--- src/rtl/reg_file_param.sv ---
// reg_file_param
//   Parameterised register file for the datapath: decode drives the read
//   addresses, writeback drives the single write port. After reset a clear
//   sequencer walks every register and writes zero to it, so no
//   simulation-only initialisation is needed. `ready` rises when that sweep
//   is done.
//
// Ports
//   clk, rst_n    clock; synchronous active-low reset
//   readAddress   NUM_READ packed read addresses (port k at [k*ADDR_WIDTH +: ADDR_WIDTH])
//   readData      NUM_READ packed read data      (port k at [k*DATA_WIDTH +: DATA_WIDTH])
//   writeAddress  write address
//   writeData     write data
//   writeEnable   write strobe, sampled on the rising edge
//   ready         1 once the clear sweep has completed
//   writeDropped  one-cycle pulse: a write arrived while the sweep was running
module reg_file_param #(
    parameter int DATA_WIDTH = 32,
    parameter int ADDR_WIDTH = 5,
    parameter int NUM_READ   = 2,
    parameter int ZERO_REG   = 1,
    parameter int BYPASS     = 1,
    parameter int READ_REG   = 0
) (
    input  logic                           clk,
    input  logic                           rst_n,
    input  logic [NUM_READ*ADDR_WIDTH-1:0] readAddress,
    output logic [NUM_READ*DATA_WIDTH-1:0] readData,
    input  logic [ADDR_WIDTH-1:0]          writeAddress,
    input  logic [DATA_WIDTH-1:0]          writeData,
    input  logic                           writeEnable,
    output logic                           ready,
    output logic                           writeDropped
);

    localparam int DEPTH = 2 ** ADDR_WIDTH;
    localparam logic [ADDR_WIDTH:0] CLR_LAST = (ADDR_WIDTH + 1)'(DEPTH - 1);

    typedef enum logic {
        ST_CLEAR = 1'b0,
        ST_RUN   = 1'b1
    } state_e;

    state_e                          state_q, state_d;
    logic [ADDR_WIDTH:0]             clr_idx_q, clr_idx_d;
    logic                            ready_q, ready_d;
    logic                            write_dropped_q, write_dropped_d;
    logic [DEPTH-1:0][DATA_WIDTH-1:0] rf_q, rf_d;
    logic [NUM_READ-1:0][DATA_WIDTH-1:0] rd_val;

    // Next-state: sweep in CLEAR, architectural writes in RUN.
    always_comb begin
        state_d         = state_q;
        clr_idx_d       = clr_idx_q;
        ready_d         = ready_q;
        write_dropped_d = 1'b0;
        rf_d            = rf_q;
        unique case (state_q)
            ST_CLEAR: begin
                rf_d[clr_idx_q[ADDR_WIDTH-1:0]] = '0;
                clr_idx_d       = clr_idx_q + 1'b1;
                // Writes cannot land mid-sweep; flag them so writeback can notice.
                write_dropped_d = writeEnable;
                if (clr_idx_q == CLR_LAST) begin
                    state_d = ST_RUN;
                    ready_d = 1'b1;
                end
            end
            ST_RUN: begin
                if (writeEnable && !((ZERO_REG != 0) && (writeAddress == '0)))
                    rf_d[writeAddress] = writeData;
            end
            default: ;
        endcase
    end

    always_ff @(posedge clk) begin
        if (!rst_n) begin
            state_q         <= ST_CLEAR;
            clr_idx_q       <= '0;
            ready_q         <= 1'b0;
            write_dropped_q <= 1'b0;
        end else begin
            state_q         <= state_d;
            clr_idx_q       <= clr_idx_d;
            ready_q         <= ready_d;
            write_dropped_q <= write_dropped_d;
        end
    end

    // Storage is not reset: the sweep defines it. Holding it during reset
    // makes a write coincident with reset vanish.
    always_ff @(posedge clk) begin
        if (rst_n)
            rf_q <= rf_d;
    end

    // Per-port read value; ports are fully independent.
    for (genvar k = 0; k < NUM_READ; k++) begin : g_rd
        logic [ADDR_WIDTH-1:0] addr;
        logic [DATA_WIDTH-1:0] val;

        assign addr = readAddress[k*ADDR_WIDTH +: ADDR_WIDTH];

        always_comb begin
            val = '0;
            if ((ZERO_REG != 0) && (addr == '0))
                val = '0;
            else if (state_q == ST_CLEAR)
                val = '0;
            else if ((BYPASS != 0) && writeEnable && (writeAddress == addr))
                val = writeData;
            else
                val = rf_q[addr];
        end

        assign rd_val[k] = val;
    end

    if (READ_REG != 0) begin : g_rd_reg
        logic [NUM_READ*DATA_WIDTH-1:0] rd_q, rd_d;

        assign rd_d = rd_val;

        always_ff @(posedge clk) begin
            if (!rst_n)
                rd_q <= '0;
            else
                rd_q <= rd_d;
        end

        assign readData = rd_q;
    end else begin : g_rd_comb
        assign readData = rd_val;
    end

    assign ready        = ready_q;
    assign writeDropped = write_dropped_q;

endmodule
--- config.mk ---
export PLATFORM = sky130hd
export DESIGN_NAME = reg_file_param
export DESIGN_NICKNAME = d
export VERILOG_FILES = /design/src/rtl/reg_file_param.sv
export SDC_FILE = /design/constraint.sdc
export NUM_CORES = 2
export LEC_CHECK = 0
export ABC_CLOCK_PERIOD_IN_PS = 7600
export BUFFER_PORTS_ARGS = -buffer_cell sky130_fd_sc_hd__buf_4
export CAP_MARGIN = 0
export CORE_MARGIN = 4
export CORE_UTILIZATION = 45
export CTS_CLUSTER_SIZE = 24
export DETAILED_ROUTE_END_ITERATION = 6
export HOLD_SLACK_MARGIN = 0.1
export PLACE_DENSITY = 0.63
export SETUP_SLACK_MARGIN = 0.2
export SYNTH_ARGS = -nofsm -noshare
export SYNTH_HDL_FRONTEND = slang
export SYNTH_SLANG_ARGS = --single-unit
--- constraint.sdc ---
create_clock -name clk -period 7.6 [get_ports clk]
set_clock_uncertainty 0.2 [all_clocks]
set_input_delay 0.76 -clock clk [delete_from_list [all_inputs] [get_ports clk]]
set_output_delay 0.76 -clock clk [all_outputs]
set_load 0.01 [all_outputs]
# Yosys cells after proc, flatten, opt, wreduce, memory -nomap -nowiden
# Index checks and enable logic that the tools add are counted.
# word_totals
reg_bits	1033
inputBits	50
out_inout_bits	66
wordCells	82
# classes
addsub	1
n_lt_le_gt_ge	6
n_eq_ne	4
muxes	19
bitwise_logic	4
n_reduce_logical	12
# op_table
cell	count
1024-bit one-hot mux with 2 select lines	1
1024-bit bitwise AND	1
1024-bit bitwise mux	1
1024-bit 2-to-1 mux	1
1024-bit NOT	1
32-bit binary-select mux with 5-bit select	2
32-bit demux with 5-bit select	2
32-bit 2-to-1 mux	10
5-bit by 6-bit less-than comparator with 1-bit output (second input constant)	4
5-bit logical NOT	3
5-bit equality test	2
5-bit by 1-bit >= comparator with 1-bit output (second input constant)	2
6-bit by 1-bit adder with 6-bit output (second input constant)	1
6-bit by 5-bit equality test with 1-bit output (second input constant)	1
1-bit logical AND	5
2-bit AND reduction	2
1-bit 2-to-1 mux	2
2-bit by 1-bit != test with 1-bit output (second input constant)	1
1-bit NOT	2
2-bit OR reduction	1
1-bit logical NOT	1

# Logic depth before layout (Yosys ltp)
# logic_depth
depth_word	7
depth_mapped	10

# Worst setup path before layout
# OpenSTA, ideal clock, no wires.
# synth_timing
path_type	input to register
from	input writeAddress[2]
to	register rf_q[896] (netlist name), enable pin
setup_ns	0.432
t_arrival_ns	3.563
required_time_ns	6.968
slack_ns	3.405
cell_stages	5
path_cell_list	clkbuf_1 -> or3b_1 -> or2_2 -> clkbuf_1 -> a21oi_1
# synth_via
elab_chain_len	5
# synth_lines
item	line_no	source
from (decl)	29	input logic [ADDR_WIDTH-1:0] writeAddress,
5-bit logical NOT	70	if (writeEnable && !((ZERO_REG != 0) && (writeAddress == '0)))
1-bit logical NOT	70	
1-bit logical AND	70	
2-bit by 1-bit != test with 1-bit output (no line)	--	
2-bit AND reduction (no line)	--	
to (signal assigned)	95	rf_q <= rf_d;
to (decl)	48	logic [DEPTH-1:0][DATA_WIDTH-1:0] rf_q, rf_d;
# No other way between the ends.
# A chain may end at the register's enable or synchronous reset.

# Worst setup path in the final report
# layout_timing
from	input readAddress[6]
to	output readData[41]
# layout_via
elab_chain_len	5
word_cells_on_any_way	8
cone_classes	eq/ne: 1; mux: 5; reduce/logical: 2
# layout_lines
item	line_no	source
from (decl)	27	input logic [NUM_READ*ADDR_WIDTH-1:0] readAddress,
32-bit binary-select mux with 5-bit select or 5-bit equality test (tied branches)	114, 111	
32-bit 2-to-1 mux (not written as such) or 1-bit logical AND (tied branches)	114, 111	
32-bit 2-to-1 mux	111	else if ((BYPASS != 0) && writeEnable && (writeAddress == addr))
32-bit 2-to-1 mux	109	else if (state_q == ST_CLEAR)
32-bit 2-to-1 mux (*)	107	if ((ZERO_REG != 0) && (addr == '0))
to (decl)	28	output logic [NUM_READ*DATA_WIDTH-1:0] readData,
# Mark *: on every way between the ends. The rest lies on a longest branch, timed or not. The select of a mux whose other input is x is not followed.

==> key figures <==
Clock network
  – Clock latency reported for the late side of the worst-skew pair: 730 ps
  – CTS sink cnt: 1033
  – # hold bufs at CTS: 1
  – Clock tree buffer depth: 3
  – Root Driver: clkbuf_16
  – TritonCTS clock tree: yes
  – TritonCTS buffer count: 110
  – Post CTS Setup Buffer Count: 0
  – Post-cts repair resize count: 0
  – Clk slew on worst S/H paths: 60 ps
  – H-tree depth: 3

Logic synthesis
  – Cell Area, Synth: 59900 µm²
  – Synth Flop Type: edfxtp_1
  – Post-synthesis cell type count: 50
  – Syn. warnings: 0
  – Post-Syn Instances: 5298
  – Avg Inst Size Synth: 11.3 µm²
  – Seq cells post-synth: 1033
  – Syn nets: 5352
  – FFs w/ async S/R, synth: 0%
  – Number of synthesized flops with an enable pin: 1024
  – Register area share after synthesis: 51.6%

Final layout
  – Layout overhead on the synthesized area: 10.9%
  – Share of cells above drive strength 1: 17.5%
  – Final-layout fill cell count: 11600
  – Non-Filler Instances: 7005
  – Multi-input gate area: 27300 µm²
  – Fin area: 66400 µm²
  – FF/Latch Area: 30900 µm²
  – Final nets: 5212

Timing
  – Setup TNS: 0 ps
  – Final count of negative-setup-slack endpoints: 0
  – Worst Tran Pin Value: 1460 ps
  – RSZ-0062 raised after global routing: no
  – Fmax: 190 MHz
  – Min Clock Period, post-route: 5250 ps
  – Worst slew margin: 2.86%
  – Fin. Hold Viols: 0
  – Hold slack: 190 ps
  – Slew Limit Fails: 0
  – Period utilization: 69.1%

Global route
  – Initial antenna violation count: 17
  – Tot GR Track Use: 34.6%
  – First-pass GRT wire length: 351 mm
  – Vias in the first global route: 47100
  – Overflow after GRT: 0
  – Largest net degree at the start of global routing: 100

Worst setup path
  – Critical path class: input port to output port
  – Required time of the critical path: 6640 ps
  – Crit path cell chain: buf_6 > nand2b_2 > buf_4 > o22ai_1 > o21ai_0 > a41oi_1 > buf_4
  – CP most frequent cell: buf_4
  – Worst EP arrival: 4300 ps
  – CP Max Fanout: 25
  – Slowest stage delay, CP: 960 ps
  – Slowest CP cell: nand2b_2
  – Worst setup EP type: output port
  – Critical Path Source Type: input port

Pwr
  – Pleak: 0.0248 µW
  – Part of the power in registers: 48.5%
  – Clock power frac: 37.9%
  – Design Power: 14400 µW
  – Pint: 10500 µW
  – Sw Ratio: 27.0%
  – Combinational power share: 13.6%
  – Peak supply drop: 0.175 mV
  – P_sw: 3900 µW
  – Pwr dens: 217 nW/µm²

Die
  – Core area: 132000 µm²
  – Starting Density: 45.4%
  – I/O pin count: 116
  – Die height: 373 µm
  – # rows: 133
  – Die Width: 373 µm
  – Die ar.: 139000 µm²

Routing
  – Routed Antenna Nets: 0
  – Drt pass-1 iters: 7
  – Final WL: 251 mm
  – Drc violations: 0
  – Number of DRC markers in iteration 0: 8927
  – Vias: 50100
  – WL/cell: 35.8 µm
  – Vias per cell: 7.15

Placement
  – Cell Count Post-Placement: 6800
  – RePlAce Congestion: 0.987
  – Post-Place Cell Area: 62900 µm²
  – Post-detail-place hpwl: 149 mm
  – Port Buffers: 115

Status
  – Run status: finished, final reports clean

Worst hold path
  – Tightest Hold Check Type: input port to flop

Run
  – Max_cap viols: 0
==> per-layer routing <==
metal	global-route usage (%)	part of all wire (%)	wire length, µm
met2	48.9	42	104000
met4	21.6	7.2	18000
met1	45.2	35	88100
met3	12.8	16	40000
met5	0	0.049	122
==> flip-flops by register name (all words and copies together), names as in the netlist <==
signal	count
rf_q	1024
clr_idx_q	6
state_q	1
writeDropped	1
ready	1
==> per-stage QoR <==
| step | worst slack, ps | utilization [%] |
|---|---|---|
| global route | 2360 | 50.4 |
| detailed placement | 2570 | 47.7 |
| finish | 2350 | 50.4 |
| CTS | 2530 | 50.4 |
| global placement | 2560 | 47.7 |
| floorplan | 3410 | - |
==> Yosys cell counts, types with 2 or more instances <==
master,n,area share (%)
a211o_1,11,0.16
o2111ai_1,11,0.16
o221a_2,3,0.056
buf_4,47,0.59
a21oi_1,70,0.58
ha_1,4,0.084
o311ai_0,3,0.044
o41a_1,2,0.038
o211a_1,19,0.32
inv_1,29,0.18
edfxtp_1,1024,51
nand2b_1,8,0.084
or2_2,7,0.073
nor4_1,3,0.031
a22oi_1,10,0.13
o22ai_1,146,1.5
o221ai_1,74,1.1
nand3_1,16,0.13
buf_6,19,0.36
a31oi_1,48,0.50
o21ai_0,1129,9.4
or3b_1,2,0.029
xor2_1,10,0.15
o21ai_1,7,0.058
mux4_2,320,12
nand3b_1,3,0.038
and2_1,40,0.42
clkbuf_1,425,2.7
a22o_1,32,0.47
nor2b_1,73,0.76
mux2_2,46,0.86
dfxtp_1,9,0.30
mux2i_1,425,7.1
a221oi_1,7,0.10
xnor2_1,5,0.073
o21a_1,7,0.088
a41oi_1,25,0.37
o211ai_1,3,0.038
and3_1,11,0.11
nor2_1,33,0.21
buf_2,37,0.31
o31ai_1,3,0.038
nand2_1,1063,6.7
buf_1,23,0.14
==> power groups by stage <==
stage	logic (µW)	registers (µW)	clock network, µW
after detailed placement	1860	7080	0
after global placement	1830	7060	0
after global routing	2020	7010	5680
after floorplan	1200	6990	0
after CTS	1870	6960	5450
final	1960	6980	5460
==> critical path, delay by kind of cell <==
kind | cells | cell delay, ps
AOI/OAI and AO/OA | 3 | 1290
buffers and inverters | 3 | 1180
and+or+nand+nor | 1 | 960
==> logic make-up after synthesis <==
kind of cell    Yosys count  synth area share [%]
compound gates         1611                  15.2
simple gates           1263                  8.60
flops                  1033                  51.6
mux                     791                  20.0
buf+inv                 581                  4.26
xor+xnor                 15                 0.219
fa+ha+maj                 4                0.0836
==> cell type report <==
type / instances / area share (%)
inverters: 29 / 0.164
clock inverters: 66 / 0.884
clock buffers: 135 / 4.38
flip-flops and latches: 1033 / 46.6
diodes: 3 / 0.0113
multi-input cells: 3684 / 41.1
well taps: 1755 / 3.31
repair buffers: 300 / 3.61
==> worst paths after layout <==
path | start | to | slack, ps | cells after the start
max | readAddress[6] | readData[41] | 2350 | 7
min | rst_n | state_q | 190 | 2
max reg2reg | state_q | rf_q[346] | 3560 | 5
min reg2reg | rf_q[859] | rf_q[859] | 380 | 2
==> layout by cell type (no fill, tap or decap), types with 47 or more instances in the layout <==
cell and count:
mux2i_1 425, nor2b_1 71, nand2_1 1056, o21ai_0 1129
o22ai_1 146, buf_4 284, mux4_2 320, a21oi_4 47
edfxtp_1 1024, o221ai_1 74, clkbuf_16 113
(Power assumes the default switching activity.)
